--- config.mk ---
export PLATFORM = sky130hd
export DESIGN_NAME = fifo_ctrl
export DESIGN_NICKNAME = d
export VERILOG_FILES = /design/src/rtl/fifo_ctrl.sv
export SDC_FILE = /design/constraint.sdc
export NUM_CORES = 1
export LEC_CHECK = 0
export CAP_MARGIN = 0
export CORE_MARGIN = 2
export CORE_UTILIZATION = 39
export DETAILED_ROUTE_END_ITERATION = 12
export GPL_ROUTABILITY_DRIVEN = 0
export PLACE_DENSITY = 0.75
export SYNTH_ARGS = -nofsm -noshare
export SYNTH_HDL_FRONTEND = slang
export SYNTH_SLANG_ARGS = --single-unit
--- constraint.sdc ---
create_clock -name clk -period 2.5 [get_ports clk]
set_input_delay 0.5 -clock clk [delete_from_list [all_inputs] [get_ports clk]]
set_output_delay 0.5 -clock clk [all_outputs]
set_load 0.03 [all_outputs]
--- src/rtl/fifo_ctrl.sv ---
// FIFO pointer/occupancy controller for an external storage array.
// Produces read/write strobes, addresses, occupancy flags and sticky errors.
module fifo_ctrl #(
  parameter int ADDR_SIZE = 3
) (
  input  logic                 clk,
  input  logic                 reset,
  input  logic                 push_i,
  input  logic                 pop_i,
  input  logic [ADDR_SIZE:0]   thr_af,
  input  logic [ADDR_SIZE:0]   thr_ae,
  output logic [ADDR_SIZE-1:0] wr_ptr,
  output logic [ADDR_SIZE-1:0] rd_ptr,
  output logic                 mem_write,
  output logic                 mem_read,
  output logic [ADDR_SIZE:0]   count,
  output logic                 full,
  output logic                 empty,
  output logic                 almost_full,
  output logic                 almost_empty,
  output logic                 overflow_err,
  output logic                 underflow_err
);

  localparam logic [ADDR_SIZE:0] DEPTH_C =
    {1'b1, {ADDR_SIZE{1'b0}}};

  logic [ADDR_SIZE-1:0] wr_ptr_q, wr_ptr_d;
  logic [ADDR_SIZE-1:0] rd_ptr_q, rd_ptr_d;
  logic [ADDR_SIZE:0]   count_q, count_d;
  logic                 ovf_q, ovf_d;
  logic                 unf_q, unf_d;

  // Flags come straight from the registered count.
  assign full  = (count_q == DEPTH_C);
  assign empty = (count_q == '0);

  // Reset gates the strobes so nothing reaches storage during reset.
  assign mem_write = push_i & ~full  & reset;
  assign mem_read  = pop_i  & ~empty & reset;

  always_comb begin
    wr_ptr_d = wr_ptr_q;
    rd_ptr_d = rd_ptr_q;
    count_d  = count_q;
    ovf_d    = ovf_q | (push_i & full);
    unf_d    = unf_q | (pop_i & empty);
    if (mem_write)
      wr_ptr_d = wr_ptr_q + 1'b1;
    if (mem_read)
      rd_ptr_d = rd_ptr_q + 1'b1;
    unique case ({mem_write, mem_read})
      2'b10:   count_d = count_q + 1'b1;
      2'b01:   count_d = count_q - 1'b1;
      default: count_d = count_q;
    endcase
  end

  always_ff @(posedge clk) begin
    if (!reset) begin
      wr_ptr_q <= '0;
      rd_ptr_q <= '0;
      count_q  <= '0;
      ovf_q    <= 1'b0;
      unf_q    <= 1'b0;
    end else begin
      wr_ptr_q <= wr_ptr_d;
      rd_ptr_q <= rd_ptr_d;
      count_q  <= count_d;
      ovf_q    <= ovf_d;
      unf_q    <= unf_d;
    end
  end

  assign wr_ptr        = wr_ptr_q;
  assign rd_ptr        = rd_ptr_q;
  assign count         = count_q;
  assign almost_full   = (count_q >= thr_af);
  assign almost_empty  = (count_q <= thr_ae);
  assign overflow_err  = ovf_q;
  assign underflow_err = unf_q;

endmodule
Yosys cells after proc, flatten, opt, wreduce, memory -nomap -nowiden:

Index checks and enable logic that the tools add are counted.
W data, S select, Z words.

* word-level logic and storage cells: 27
* output and inout port bits: 18
* input port bits: 12
* register bits after elaboration: 12

* add/subtract/negate cells: 4
* multiplexer cells: 1
* reduce and logical (&&, ||, !) cells: 2
* bitwise logic cells: 10
* eq/ne operators: 3
* order comparisons: 2

Operators with widths (count)
* $pmux W4 S2: 1
* $add A3 B1 Y3 const B: 2
* $and A1 B1 Y1: 6
* $add A4 B1 Y4 const B: 1
* $eq A4 B4 Y1 const B: 1
* $ge A4 B4 Y1: 1
* $le A4 B4 Y1: 1
* $logic_not A4 Y1: 1
* $sub A4 B1 Y4 const B: 1
* $eq A2 B1 Y1 const B: 1
* $eq A2 B2 Y1 const B: 1
* $not A1 Y1: 2
* $or A1 B1 Y1: 2
* $reduce_bool A2 Y1: 1

Depth between registers and ports, before layout:

* depth in word-level cells: 6
* depth in mapped cells: 8
* mapped depth without buffers: 8

Worst setup path before layout:

Ideal clock, no wire load.

* path kind: register to register
* start point: register count_q[1] (netlist: count[1])
* end point: register count_q[3] (netlist: count[3])
* buffers on the path: 0
* cell stages (with the launch flop): 9
* setup slack: -0.217 ns
* data required time: 2.428 ns
* period minus slack after synthesis: 2.717 ns
* data arrival time: 2.646 ns
* setup time: 0.072 ns
* cells stage by stage: dfxtp_1 or4_4 and3_1 ha_1 ha_1 a21o_2 a21oi_1 mux2i_1 mux2i_1

* longest elaborated chain between the ends: 6
* elaborated cells between the ends (all ways): 14
* classes of those cells: add/sub: 2; eq/ne: 3; mux: 1; bitwise: 6; reduce/logical: 2

RTL lines
* from (decl): RTL line 30 `logic [ADDR_SIZE:0] count_q, count_d;`
* from (signal assigned): RTL line 69 `count_q <= count_d;`
* $logic_not A4 Y1 *: RTL line 36 `assign empty = (count_q == '0);`
* $not A1 Y1 *: RTL line 40 `assign mem_read = pop_i & ~empty & reset;`
* $and A1 B1 Y1 * (2 in a row): RTL line 40
* via mem_read: RTL line 15 `output logic mem_read,`
* $eq A2 B1 Y1 / $eq A2 B2 Y1 (equally long branches): RTL line 52 `unique case ({mem_write, mem_read})`
* $pmux W4 S2 / $reduce_bool A2 Y1 (equally long branches)

Mark *: on every way through the listed nets, which the timed path passes. The rest lies on a longest branch.
A chain may end at the register's enable or synchronous reset.

Final worst setup path:

* start point: input port thr_af[0]
* end point: output port almost_full

* longest elaborated chain between the ends: 1

RTL lines
* from (decl): RTL line 10 `input logic [ADDR_SIZE:0] thr_af,`
* $ge A4 B4 Y1: RTL line 78 `assign almost_full = (count_q >= thr_af);`
* to (decl): RTL line 19 `output logic almost_full,`

Every way passes these cells.

==> results.md <==
- Root Buffer: clkbuf_4
- DRC errors left: 0
- TritonCTS Buffers: 3
- Largest net degree at the start of global routing: 8
- Die width: approximately 50 um
- Die area: around 2500 sq um
- Hold WS: between 0.4 and 0.5 ns
- Finish-stage setup viols: 0
- Gr usage total: about 15%
- Min-Delay Path Class: flip-flop to flip-flop
- DRT antenna net count: 0
- Slew margin rel.: around 79%
- Crit-path cells: clkdlybuf4s50_1 -> ha_1 -> nand2b_4 -> a21o_1 -> a21o_1 -> a21o_1 -> buf_6
- Area Growth Syn to Fin: 55.2%
- Core ar.: 1960 sq um
- Mean Syn Cell Area: approximately 8.9 sq um
- Crit path buffers/inverters: 2
- Leak: ~0.64 nW
- Distinct cell type count after synthesis: 25
- Nets: approximately 160
- Max Cap Viol: 0
- Final hold violations: 0
- Min Tclk post-route: ~2.5 ns
- # hold bufs at CTS: 0
- Layout cell share with drive strength beyond 1: roughly 22%
- Initial antenna violation count: 0
- Max-slew violations: 0
- Placed cell count: 157
- Flops & latches, synth: 12
- # rows: 16
- Clk_lat worst skew: approximately 0.26 ns
- Clock transition at path regs: 0.07 ns
- Slowest CP cell: clkdlybuf4s50_1
- Via count: approximately 740
- Crit Path Class: input port to output pin
- Max Fanout on Critical Path: 1
- Worst Setup End Kind: output pin
- Die height: around 50 um
- Clock H-tree levels: 1
- Vias in the first global route: approximately 700
- Synth Warn #: 0
- Crit-path leading delay family: buffers and inverters
- Count of input and output buffers: 29
- Length of the first detailed-routing pass in iterations: 4
- Required time of the critical path: approximately 2 ns
- Synth Net Count: between 100 and 150
- Startpoint Class: input port
- WL/cell: between 10 and 15 um
- Peak supply drop: 0.000332 V
- Initial core utilization: 41.3%
- Routed WL: between 1500 and 2000 um
- Max clock buf depth: 2
- Diodes inserted: 0
- Via density: 4.61
- Most used cell, CP: a21o_1
- F_max: between 400 and 500 MHz
- Synth Cell Area: approximately 810 sq um
- Clk sinks: 12
- Post-synthesis sequential area ratio: between 20% and 30%
- Finished Layout Cells: between 150 and 200
- Final worst path period share: between 90% and 100%
- # IOs: 30
- CTS tree: built
- Skew final: about 0.0036 ns
- Status: completed
- Pwr Density: about 500 nW/um^2
- Global route overflow: 0
- Slew @ Worst Pin: 0.315 ns
- First-pass GRT wire length: ~2900 um
- Worst EP arrival: a little under 2 ns
- DR iter-0 viols: 5
- HPWL Detailed: between 1000 and 1500 um
- Crit-path max cell delay: approximately 0.40 ns
- Mapped Cells: slightly above 90
==> placed cells by master (no fill, tap or decap) <==
cell,count
clkdlybuf4s50_1,22
buf_4,15
ha_1,13
inv_1,12
dfxtp_1,9
and2_1,7
nand2_1,6
nand3_1,5
xnor2_1,5
a21o_1,3
nor2b_1,3
clkbuf_4,3
dfxtp_2,3
o21a_1,2
a21boi_0,2
nor2_1,2
mux2i_1,2
a21oi_1,2
o21ai_0,2
dlygate4sd2_1,2
or4_4,1
and3_4,1
or4b_4,1
nand2b_4,1
nand4_1,1
o21ai_1,1
nand2_2,1
nand2b_1,1
a21o_2,1
a21oi_2,1
xor2_1,1
fa_1,1
buf_6,1
dlymetal6s2s_1,1
==> per-stage QoR <==
| step | TNS [ns] | util, % | power, mW | area, sq um | worst slack, ns |
|---|---|---|---|---|---|
| global placement | -0.478 | 61.9 | 0.504 | 1210 | -0.388 |
| CTS | 0 | 63.0 | 0.623 | 1240 | 0.00671 |
| floorplan | 0 | - | 0.392 | 818 | 0.0132 |
| detailed placement | -0.551 | 61.9 | 0.510 | 1210 | -0.412 |
| global route | -0.0114 | 64.0 | 0.672 | 1260 | -0.0114 |
| finish | 0 | 64.0 | 0.626 | 1260 | 0.0295 |
==> registers in the layout (all words and copies together), names as in the netlist <==
name	flops
wr_ptr	3
count	4
overflow_err	1
rd_ptr	3
underflow_err	1
==> power by group <==
group | internal, mW | total [mW] | switching (mW) | leakage [nW]
Combinational | 0.145 | 0.286 | 0.141 | 0.523
Clock | 0.0556 | 0.114 | 0.0582 | 0.0138
Sequential | 0.209 | 0.226 | 0.0168 | 0.0991
==> logic make-up (layout without fill, tap and decap cells) <==
group	Yosys count	after routing	share of synthesized area, %
and+or+nand+nor	30	30	21.5
adders and majority gates	14	14	22.6
AOI/OAI and AO/OA	14	14	11.3
buffers and inverters	13	56	6.03
DFF	12	12	29.7
xor gates and xnor gates	6	6	6.49
muxes	2	2	2.47
==> final timing paths <==
path / slack, ns / startpoint / depth (start not counted) / to
max: 0.03 / thr_af[0] / 7 / almost_full
min: 0.49 / wr_ptr[1] / 2 / wr_ptr[1]
max reg2reg: 0.13 / count[0] / 8 / count[3]
min reg2reg: 0.49 / wr_ptr[1] / 2 / wr_ptr[1]
==> worst min-delay path, cell delays in order, from the launching register on <==
cell	delay [ns]
dfxtp_1	0.33
nand2_1	0.05
a21boi_0	0.06
==> synthesized netlist by cell type, drive strengths merged <==
cell type | instances | area share (%)
nor2 | 2 | 0.93
nand2 | 7 | 3.6
dfxtp | 12 | 30
o21a | 2 | 1.9
nand2b | 2 | 1.5
or4 | 1 | 1.4
or4b | 1 | 1.7
and2 | 7 | 5.4
a21boi | 2 | 1.9
xnor2 | 5 | 5.4
fa | 1 | 2.5
o21ai | 3 | 1.9
nand4 | 1 | 0.77
nor2b | 3 | 2.3
mux2i | 2 | 2.5
a21o | 4 | 3.9
nand3 | 5 | 3.1
xor2 | 1 | 1.1
a21oi | 3 | 1.9
and3 | 1 | 0.77
ha | 13 | 20
clkbuf | 1 | 0.46
inv | 12 | 5.6
==> per-layer routing <==
| metal | track usage, % | up-vias | wire (um) |
|---|---|---|---|
| met5 | 0 | - | 0 |
| met4 | 4.17 | 0 | 14 |
| met3 | 4.85 | 2 | 64 |
| met2 | 27.6 | 12 | 885 |
| met1 | 16.9 | 337 | 728 |
| li1 | - | 391 | - |
==> area by class of cell <==
type                       instances  area (sq um)
fill                             182           706
sequential                        12           244
clock buffer                       3          22.5
tap                               27          33.8
timing repair buffer              41           374
multi-input combinational         66           537
inverter                          12          45.0
==> what timing repair did <==
item,in CTS,in global routing
buffers inserted,1,0
resized for setup,8,6
pin swaps,4,0
cloned,0,0
setup endpoints to repair,3,3
hold endpoints to repair,0,0
No activity file was read; power rests on OpenSTA's default activity.
